## src/rtl/vend_pkg.sv

```systemverilog
`default_nettype none
// +-----------------------------------------------------------------+
// | vend_pkg : shared FSM states and channel-select helpers          |
// | Rev 1.0                                                          |
// +-----------------------------------------------------------------+
package vend_pkg;

  localparam int MAX_NCH = 16;
  localparam int IDX_W   = 4;

  typedef logic [1:0] state_t;

  localparam logic [1:0] ST_IDLE    = 2'd0;
  localparam logic [1:0] ST_COLLECT = 2'd1;
  localparam logic [1:0] ST_VEND    = 2'd2;
  localparam logic [1:0] ST_REFUND  = 2'd3;

  function automatic logic is_onehot(input logic [MAX_NCH-1:0] v);
    return (v != '0) && ((v & (v - MAX_NCH'(1))) == '0);
  endfunction

  // Only meaningful when is_onehot(v) holds.
  function automatic logic [IDX_W-1:0] onehot_idx(input logic [MAX_NCH-1:0] v);
    logic [IDX_W-1:0] idx;
    idx = '0;
    for (int i = 0; i < MAX_NCH; i++) begin
      if (v[i]) idx = idx | IDX_W'(i);
    end
    return idx;
  endfunction

endpackage
`default_nettype wire

```

## src/rtl/vend_channel.sv

```systemverilog
`default_nettype none
// +-----------------------------------------------------------------+
// | vend_channel : one stock counter with saturating restock         |
// | Rev 1.0                                                          |
// +-----------------------------------------------------------------+
module vend_channel #(
  parameter int CAP = 15,
  parameter int CW  = 4
) (
  input  logic          clk,
  input  logic          rst_n,
  input  logic          rs_en,
  input  logic [CW-1:0] rs_qty,
  input  logic          dec,
  output logic [CW-1:0] stock,
  output logic [CW-1:0] room,
  output logic          ovf
);

  logic [CW-1:0] stock_q, stock_d;
  logic [CW-1:0] room_w;

  assign room_w = CW'(CAP) - stock_q;

  // Restock and dispense never coincide: restock is only enabled while idle.
  always_comb begin
    stock_d = stock_q;
    ovf     = 1'b0;
    if (rs_en) begin
      if (rs_qty > room_w) begin
        stock_d = CW'(CAP);
        ovf     = 1'b1;
      end else begin
        stock_d = stock_q + rs_qty;
      end
    end else if (dec && (stock_q != '0)) begin
      stock_d = stock_q - CW'(1);
    end
  end

  always_ff @(posedge clk or negedge rst_n) begin
    if (!rst_n) stock_q <= '0;
    else        stock_q <= stock_d;
  end

  assign stock = stock_q;
  assign room  = room_w;

endmodule
`default_nettype wire

```

## src/rtl/vend_ctrl.sv

```systemverilog
`default_nettype none
// +-----------------------------------------------------------------+
// | vend_ctrl : N-channel vending core (stock, pay, vend, refund)    |
// | Rev 1.0                                                          |
// +-----------------------------------------------------------------+
module vend_ctrl
  import vend_pkg::*;
#(
  parameter int  NCH     = 4,
  parameter int  CAP     = 15,
  parameter int  CW      = 4,
  parameter int  MW      = 8,
  parameter int  TIMEOUT = 1000,
  localparam int CHW     = (NCH > 1) ? $clog2(NCH) : 1
) (
  input  logic              clk,
  input  logic              rst_n,
  input  logic [NCH-1:0]    sel,
  input  logic [NCH*MW-1:0] price,
  input  logic              coin_valid,
  input  logic [MW-1:0]     coin_val,
  input  logic              cancel,
  input  logic              rs_valid,
  input  logic [CHW-1:0]    rs_ch,
  input  logic [CW-1:0]     rs_qty,
  output logic [NCH*CW-1:0] stock,
  output logic [NCH*CW-1:0] room,
  output logic [MW-1:0]     paid,
  output logic [MW-1:0]     remain,
  output logic [CHW-1:0]    cur_ch,
  output logic              busy,
  output logic              vend_valid,
  output logic              chg_valid,
  output logic [MW-1:0]     chg_amt,
  output logic              err_soldout,
  output logic              coin_reject,
  output logic              rs_ovf
);

  localparam int TW    = $clog2(TIMEOUT);
  localparam int NSLOT = 2 ** CHW;

  state_t         state_q, state_d;
  logic [CHW-1:0] cur_ch_q, cur_ch_d;
  logic [MW-1:0]  paid_q, paid_d;
  logic [MW-1:0]  chg_amt_q, chg_amt_d;
  logic [TW-1:0]  timer_q, timer_d;
  logic           busy_q, busy_d;
  logic           vend_valid_q, vend_valid_d;
  logic           chg_valid_q, chg_valid_d;
  logic           err_soldout_q, err_soldout_d;
  logic           coin_reject_q, coin_reject_d;
  logic           rs_ovf_q, rs_ovf_d;

  logic [CW-1:0]      stock_w [NSLOT];
  logic [NSLOT-1:0]   ch_exists;
  logic [NSLOT-1:0]   ovf_w;
  logic [MAX_NCH-1:0] sel_ext;
  logic [CHW-1:0]     sel_idx;
  logic               sel_ok;
  logic [MW-1:0]      cur_price;
  logic               paid_enough;
  logic               rs_accept;
  logic [MW:0]        coin_sum;
  logic               coin_ok;

  // Index space is padded to a power of two so any rs_ch/sel_idx value is a legal index.
  generate
    for (genvar i = 0; i < NSLOT; i++) begin : g_slot
      if (i < NCH) begin : g_ch
        logic rs_en_w, dec_w;
        assign ch_exists[i] = 1'b1;
        assign rs_en_w      = rs_accept && (rs_ch == CHW'(i));
        assign dec_w        = (state_q == ST_VEND) && (cur_ch_q == CHW'(i));

        vend_channel #(
          .CAP (CAP),
          .CW  (CW)
        ) u_channel (
          .clk    (clk),
          .rst_n  (rst_n),
          .rs_en  (rs_en_w),
          .rs_qty (rs_qty),
          .dec    (dec_w),
          .stock  (stock_w[i]),
          .room   (room[i*CW +: CW]),
          .ovf    (ovf_w[i])
        );

        assign stock[i*CW +: CW] = stock_w[i];
      end else begin : g_pad
        assign ch_exists[i] = 1'b0;
        assign stock_w[i]   = '0;
        assign ovf_w[i]     = 1'b0;
      end
    end
  endgenerate

  always_comb begin
    sel_ext          = '0;
    sel_ext[NCH-1:0] = sel;
  end

  assign sel_ok      = is_onehot(sel_ext);
  assign sel_idx     = CHW'(onehot_idx(sel_ext));
  assign cur_price   = price[cur_ch_q*MW +: MW];
  assign paid_enough = (paid_q >= cur_price);
  assign rs_accept   = rs_valid && (state_q == ST_IDLE) && ch_exists[rs_ch];
  assign coin_sum    = {1'b0, paid_q} + {1'b0, coin_val};

  always_comb begin
    state_d       = state_q;
    cur_ch_d      = cur_ch_q;
    paid_d        = paid_q;
    chg_amt_d     = chg_amt_q;
    timer_d       = timer_q;
    vend_valid_d  = 1'b0;
    chg_valid_d   = 1'b0;
    err_soldout_d = 1'b0;
    coin_reject_d = 1'b0;
    coin_ok       = 1'b0;
    rs_ovf_d      = rs_accept && (|ovf_w);

    case (state_q)
      ST_IDLE: begin
        coin_reject_d = coin_valid;
        // Selection looks at pre-restock stock even if a restock lands this cycle.
        if (sel_ok) begin
          if (stock_w[sel_idx] != '0) begin
            cur_ch_d = sel_idx;
            paid_d   = '0;
            timer_d  = '0;
            state_d  = ST_COLLECT;
          end else begin
            err_soldout_d = 1'b1;
          end
        end
      end

      ST_COLLECT: begin
        if (coin_valid) begin
          if (coin_sum[MW]) begin
            coin_reject_d = 1'b1;
          end else begin
            paid_d  = coin_sum[MW-1:0];
            coin_ok = 1'b1;
          end
        end
        timer_d = coin_ok ? '0 : timer_q + TW'(1);

        if (cancel) begin
          state_d = ST_REFUND;
        end else if (!coin_ok && (timer_q == TW'(TIMEOUT - 1))) begin
          state_d = ST_REFUND;
        end else if (paid_enough) begin
          state_d = ST_VEND;
        end
      end

      ST_VEND: begin
        coin_reject_d = coin_valid;
        vend_valid_d  = 1'b1;
        chg_valid_d   = 1'b1;
        chg_amt_d     = paid_enough ? (paid_q - cur_price) : '0;
        paid_d        = '0;
        state_d       = ST_IDLE;
      end

      default: begin
        coin_reject_d = coin_valid;
        chg_valid_d   = 1'b1;
        chg_amt_d     = paid_q;
        paid_d        = '0;
        state_d       = ST_IDLE;
      end
    endcase

    busy_d = (state_d != ST_IDLE);
  end

  always_ff @(posedge clk or negedge rst_n) begin
    if (!rst_n) begin
      state_q       <= ST_IDLE;
      cur_ch_q      <= '0;
      paid_q        <= '0;
      chg_amt_q     <= '0;
      timer_q       <= '0;
      busy_q        <= 1'b0;
      vend_valid_q  <= 1'b0;
      chg_valid_q   <= 1'b0;
      err_soldout_q <= 1'b0;
      coin_reject_q <= 1'b0;
      rs_ovf_q      <= 1'b0;
    end else begin
      state_q       <= state_d;
      cur_ch_q      <= cur_ch_d;
      paid_q        <= paid_d;
      chg_amt_q     <= chg_amt_d;
      timer_q       <= timer_d;
      busy_q        <= busy_d;
      vend_valid_q  <= vend_valid_d;
      chg_valid_q   <= chg_valid_d;
      err_soldout_q <= err_soldout_d;
      coin_reject_q <= coin_reject_d;
      rs_ovf_q      <= rs_ovf_d;
    end
  end

  assign paid        = paid_q;
  assign remain      = paid_enough ? '0 : (cur_price - paid_q);
  assign cur_ch      = cur_ch_q;
  assign busy        = busy_q;
  assign vend_valid  = vend_valid_q;
  assign chg_valid   = chg_valid_q;
  assign chg_amt     = chg_amt_q;
  assign err_soldout = err_soldout_q;
  assign coin_reject = coin_reject_q;
  assign rs_ovf      = rs_ovf_q;

endmodule
`default_nettype wire
```

## config.mk

```make
export PLATFORM = sky130hd
export DESIGN_NAME = vend_ctrl
export DESIGN_NICKNAME = d
export VERILOG_FILES = /design/src/rtl/vend_pkg.sv /design/src/rtl/vend_channel.sv /design/src/rtl/vend_ctrl.sv
export SDC_FILE = /design/constraint.sdc
export NUM_CORES = 1
export LEC_CHECK = 0
export ABC_AREA = 1
export BUFFER_PORTS_ARGS = -buffer_cell sky130_fd_sc_hd__buf_2
export CELL_PAD_IN_SITES_DETAIL_PLACEMENT = 1
export CELL_PAD_IN_SITES_GLOBAL_PLACEMENT = 1
export CORE_MARGIN = 3
export CORE_UTILIZATION = 35
export CTS_CLUSTER_DIAMETER = 200
export DETAILED_ROUTE_END_ITERATION = 8
export PLACE_DENSITY = 0.82
export SLEW_MARGIN = 20
export SYNTH_ARGS = -nofsm -noshare
export SYNTH_HDL_FRONTEND = slang
export SYNTH_SLANG_ARGS = --single-unit
export TNS_END_PERCENT = 1
```

## constraint.sdc

```tcl
create_clock -name clk -period 3.4 [get_ports clk]
set_input_delay 0.85 -clock clk [delete_from_list [all_inputs] [get_ports clk]]
set_output_delay 0.85 -clock clk [all_outputs]
set_load 0.03 [all_outputs]
```

==> results of run 1 <==
## flip-flops by register name (all words and copies together) (netlist names)
register                     count
g_slot.g_ch.u_channel.stock     16
chg_amt                          8
coin_reject                      1
cur_ch                           2
state_q                          2
timer_q                         10
rs_ovf                           1
paid                             8
busy                             1
chg_valid                        1
err_soldout                      1
vend_valid                       1
## cell usage after synthesis, types with 6 or more instances
cell type and number:
dfrtp_1 52, o21ai_0 41, inv_1 94, a21oi_1 48, o22ai_1 6, xnor2_1 9
nor2_1 54, a22o_1 6, nand3_1 60, ha_1 48, xor2_1 17, nand2_1 196
fa_1 7
## worst max path at each step
| stage | startpoint | end | slack, ns | cells past startpoint |
|---|---|---|---|---|
| after floorplan | cur_ch[0] | remain[0] | -0.11 | 16 |
| after global placement | price[2] | remain[7] | -0.25 | 15 |
| after detailed placement | price[0] | remain[6] | -0.34 | 17 |
| after CTS | price[0] | remain[6] | -0.25 | 17 |
| final | price[0] | remain[6] | -0.19 | 17 |
| after global routing | cur_ch[1] | remain[6] | -0.36 | 18 |
## timing repair
| action | in CTS | in global routing |
|---|---|---|
| gates resized for setup | 31 | 26 |
| pin swaps | 8 | 12 |
| endpoints found under the setup margin | 8 | 8 |
| buffers inserted | 5 | 2 |
## area by class of cell
type / instances / area (um2)
Multi-Input combinational cell: 539 / 3310
Tap cell: 176 / 220
Clock buffer: 8 / 146
Fill cell: 1776 / 7040
Sequential cell: 52 / 1300
Timing Repair Buffer: 167 / 1000
Inverter: 98 / 375
## where the power goes
part	switching, mW	internal, mW
Clock	0.228	0.295
Sequential	0.313	0.844
Combinational	3.56	2.31
Total	4.10	3.45
## worst max-delay path, delay by kind of cell
| family | cells | cell delay, ns |
|---|---|---|
| adders and majority gates | 2 | 0.51 |
| and+or+nand+nor | 8 | 0.57 |
| AOI/OAI and AO/OA | 3 | 0.47 |
| buffers and inverters | 4 | 0.33 |
## per-layer routing
layer | vias to the layer above | GRT usage
li1 | 2601 | -
met1 | 2543 | 0.283
met2 | 113 | 0.415
met3 | 27 | 0.0200
met4 | 0 | 0.0540
met5 | - | 0
## layout by cell type, fill, tap and decap left out, drive strengths merged, types with 5 or more instances in the layout
cell	n
a21oi	49
a22o	6
buf	167
clkbuf	8
dfrtp	52
fa	7
ha	48
inv	97
nand2	202
nand3	61
nand3b	5
nor2	61
nor3	8
o21ai	42
o22ai	6
or2	5
xnor2	9
xor2	17
## logic make-up (layout without fill, tap and decap cells)
logic type,count (synthesis),count (layout)
xor+xnor,26,26
fa+ha+maj,55,55
simple gates,346,346
flops,52,52
buf+inv,107,273
compound gates,112,112
## per-stage QoR
stage	setup WS [ns]	cells	util	cell area (um2)
after floorplan	-0.110	698	-	4870
after global placement	-0.248	1025	0.443	5940
after detailed placement	-0.345	1025	0.443	5940
after CTS	-0.254	1038	0.464	6220
after global routing	-0.359	1040	0.475	6360
final	-0.192	1040	0.475	6360
==> impl_metrics.yaml, run 1 <==
clocking:
  htreeDepth: 2
  clk_pin_slew_ns: 0.07
  cts-root-buf: "clkbuf_16"
  cts_num_sinks: 52
  cts_max_path_buffers: 2
  cts_tree: "done"
  cts_buffers: 5
  clk_latency_ns: 0.29
  hold_buffers: 0
yosys:
  synth_simple_gate_area_frac: 0.313
  synth_xor_area_frac: 0.0470
  synthTopCellsByArea: "dfrtp_1, nand2_1, ha_1"
  synth_edf_count: 0
  synth_area_per_cell_um2: 6.94
  synth_mux_area_frac: 0
  ys_ff_latch: 52
  ys.warnings.count: 0
  synth_async_sr_flop_share: 1.00
  synth_seq_area_share: 0.269
  netlist.area_leader.share: 0.269
  synth_top_family_by_area: "simple AND/OR/NAND/NOR gates"
  yosysTopAreaCell: "dfrtp_1"
  syn-cell-area_mm2: 0.00484
  synth_compound_area_frac: 0.130
  synth_fa_ha_area_frac: 0.153
  yosys_most_used_dff: "dfrtp_1"
  ys_types: 40
  syn_nets: 808
  syn_inst: 698
timing:
  setup_viol: 8
  fin_crit_sh: 1.06
  fmax_mhz: 278
  finClkSkew_ns: 0.00811
  rsz0062_at_grt: "yes"
  holdWs_ns: 0.514
  period_needed_ns: 3.59
  fin_ws_ns: -0.192
  tightest_slew_ns: 0.960
  finalHoldViolCount: 0
  tns_ns: -0.911
  slew_headroom: 0.360
  slew_violations: 0
floorplan:
  rows: 42
  die_w_um: 124
  design.die.area_mm2: 0.0153
  die_h_um: 124
  core_area_mm2: 0.0134
  ios: 119
  initial_core_util: 0.361
drt:
  vias: 5284
  avgViaCountPerCell: 5.08
  wl_per_cell_um: 16.7
  drc: 0
  ant_nets: 0
  dr.pass1.iters: 4
  dr_wl_met2_um: 8740
  totalWireLength_um: 17400
  drt_iter0_markers: 207
  met3_length_um: 565
  highest_layer: "met4"
  wl_met1_um: 7660
critical_path:
  critical_path_class: "in -> out"
  cpMostUsedCell: "nand2_2"
  cp_slowest_cell: "fa_2"
  worstReg2RegStart: "cur_ch[0]"
  required_ns: 2.55
  r2r-end: "chg_amt[6]"
  rrSetupSlack_ns: 0.58
  critPathArrivalTime_ns: 2.74
  cp-end-kind: "output pin"
  slowest_delay_ns: 0.34
  start_kind: "input pin"
  cp_cell_sequence: "buf_6 -> a22o_1 -> a21oi_2 -> nand2_1 -> inv_1 -> ha_2 -> inv_2 -> fa_2 -> nand2_2 -> nand2_2 -> nand2_2 -> nand2_2 -> a21oi_2 -> nand2_1 -> nand3_2 -> nor2_2 -> buf_6"
  cp_max_fo: 2
  rr_worst_depth: 18
hold_path:
  hold_path_class: "reg -> reg"
  hold_start: "timer_q[4]"
  hold_path_depth: 2
  hold_end: "timer_q[4]"
global_routing:
  grt_max_degree: 41
  antenna_found_initial: 0
  grt_first_pass_wirelength_um: 27100
  grt_use_total: 0.225
  gr-total-overflow: 0
  grt_pass1_vias: 5459
pwr:
  peakVddDrop_mv: 0.505
  power.total_mw: 7.54
  power.density_mw_per_mm2: 1190
  p_leak_nw: 3.43
final_layout:
  layout.nets: 973
  syn2layout_area_growth_pct: 31.4
  drive_gt1_frac: 0.279
  antennaDiodeCount: 0
placement:
  port_buffers: 118
  place_hpwl_um: 13500
  gp_congestion: 0.876
job:
  timing.max_cap.violations: 0
outcome:
  violations: "setup timing"
  status: "finished, violations left"
(Power assumes the default switching activity.)
==> inputs of run 2 (changes only) <==
==> constraint.sdc (replaced) <==
create_clock -name clk -period 3 [get_ports clk]
set_input_delay 0.75 -clock clk [delete_from_list [all_inputs] [get_ports clk]]
set_output_delay 0.75 -clock clk [all_outputs]
set_load 0.03 [all_outputs]
==> run 2 against run 1 <==
  * The flow still finishes with violations (setup timing)
  * Total power is 24% higher
  * Register-to-register slack worse by 0.59 ns
  * Clock-buffer cell count down 1
  * Utilization rose by 2.1 points
  * Critical path depth is 2 lower
  * Non-clock buffer count rose by 21
  * Largest power group unchanged
  * Sequential power is 11% higher
  * Combinational power rose by 26%
  * Worst hold slack lost 0.072 ns
  * Final area increased by 4.4%
  * Sequential share of layout area down 0.86 points
==> impl_metrics.yaml, run 2 (synthesis gave the netlist of run 1 again) <==
outcome:
  violations: "setup timing"
  status: "finished, violations left"
critical_path:
  rr_worst_depth: 18
  cp.buffers_inverters: 4
  cpMostUsedCell: "nand2_1"
  critical_path_class: "reg -> out"
  slowest_delay_ns: 0.46
  crit_cells: 15
  cp_max_fo: 7
  cp_slowest_cell: "dfrtp_2"
  start_kind: "flop"
  cp-end-kind: "output pin"
  critPathArrivalTime_ns: 2.87
  worst_path_dominant_cell_family: "simple AND/OR/NAND/NOR gates"
  rrSetupSlack_ns: -0.01
  required_ns: 2.25
  cp_cell_sequence: "inv_2 -> nand2_2 -> clkinv_4 -> buf_4 -> a22o_1 -> a21oi_1 -> nand2_1 -> ha_4 -> nand2_1 -> nor2_1 -> nand2_1 -> nand3b_1 -> xor2_1 -> nor2_2 -> buf_6"
clocking:
  cts-root-buf: "clkbuf_16"
  clk_latency_ns: 0.30
  cts_num_sinks: 52
  hold_buffers: 0
  cts_max_path_buffers: 2
  clk_pin_slew_ns: 0.07
  htreeDepth: 2
  cts_buffers: 5
  cts_tree: "done"
placement:
  gp_congestion: 0.886
  place_hpwl_um: 13400
  port_buffers: 118
  placedInstanceArea_mm2: 0.00607
timing:
  finalHoldViolCount: 0
  period_needed_ns: 3.62
  slew_headroom: 0.603
  tightest_slew_ns: 0.595
  setup_viol: 9
  slew_violations: 0
  holdWs_ns: 0.442
  fmax_mhz: 276
  rsz0062_at_grt: "yes"
  finClkSkew_ns: 0.00769
  fin_ws_ns: -0.621
  fin_crit_sh: 1.21
pwr:
  p_leak_nw: 3.58
  p_switching_mw: 5.03
  p_int_mw: 4.35
  power.density_mw_per_mm2: 1410
  power.share.clock: 0.076
  p_seq_frac: 0.138
  pwr-share-comb: 0.786
  peakVddDrop_mv: 0.649
  swShare: 0.536
  power.total_mw: 9.38
floorplan:
  rows: 42
  die_w_um: 124
  ios: 119
  initial_core_util: 0.361
  die_h_um: 124
  design.die.area_mm2: 0.0153
  core_area_mm2: 0.0134
global_routing:
  grt_use_total: 0.231
  gr-total-overflow: 0
  grt_max_degree: 24
  antenna_found_initial: 0
  grt_first_pass_wirelength_um: 27800
  grt_pass1_vias: 5610
final_layout:
  final_util: 0.496
  final_common_cell: "nand2_1"
  antennaDiodeCount: 0
  postLayoutCellArea_mm2: 0.00664
  largest_reg_flops: 16
  syn2layout_area_growth_pct: 37.2
  layout_common_cells: "nand2_1, buf_2, inv_1"
  layout.nets: 994
  drive_gt1_frac: 0.313
  n_fill_cell: 1729
job:
  timing.max_cap.violations: 0
drt:
  drc: 0
  ant_nets: 0
  totalWireLength_um: 18900
  drt_iter0_markers: 286
  wl_per_cell_um: 17.8
  dr.pass1.iters: 4
  avgViaCountPerCell: 5.16
  vias: 5470
hold_path:
  hold_path_class: "in -> async"
==> run 2: cell count changes in the layout (fill, tap and decap cells not counted), sizes merged <==
cell and change:
buf +21, bufinv +1, clkbuf -1, clkinv +1, inv -1
==> run 2: final cells by class <==
type	count	area, um2	share of cell area
clock buffers	7	153	0.0230
clock inverters	1	30.0	0.00452
inverters	98	380	0.0573
multi-input cells	539	3390	0.510
flip-flops and latches	52	1300	0.196
well taps	176	220	0.0331
repair buffers	188	1170	0.176
==> run 2: final timing paths <==
| kind | start | to |
|---|---|---|
| min reg2reg | timer_q[4] | timer_q[4] |
| max in group asynchronous | rst_n | cur_ch[0] |
| max reg2reg | cur_ch[1] | chg_amt[5] |
| min in group clk | timer_q[4] | timer_q[4] |
| min | rst_n | chg_amt[1] |
| max | cur_ch[1] | remain[7] |
==> run 2: per-stage QoR <==
stage	setup slack, ns	instances	setup TNS, ns
4_1_cts	-0.549	1052	-3.80
6_report	-0.621	1061	-3.92
3_3_place_gp	-0.449	1037	-2.64
3_5_place_dp	-0.592	1037	-3.30
5_1_grt	-0.736	1061	-5.54
2_1_floorplan	-0.152	698	-0.860
==> run 2: per-layer routing <==
layer | vias up | track usage | share of wire
met5 | - | 0 | 0
met4 | 0 | 0.0657 | 0.038
met3 | 54 | 0.0218 | 0.044
met2 | 174 | 0.430 | 0.50
met1 | 2614 | 0.281 | 0.41
li1 | 2628 | - | -
==> run 2: what timing repair did <==
action / 4_1_cts / 5_1_grt
gates resized for setup: 32 / 33
buffers inserted: 7 / 9
endpoints found under the setup margin: 8 / 18
pin swaps: 10 / 10
==> run 2: power groups by stage <==
stage / registers, mW / clock network (mW) / logic, mW
2_1_floorplan: 1.64 / 0 / 3.55
3_3_place_gp: 1.28 / 0 / 5.95
3_5_place_dp: 1.28 / 0 / 6.11
4_1_cts: 1.28 / 0.727 / 6.67
5_1_grt: 1.33 / 0.757 / 7.95
6_report: 1.29 / 0.714 / 7.37
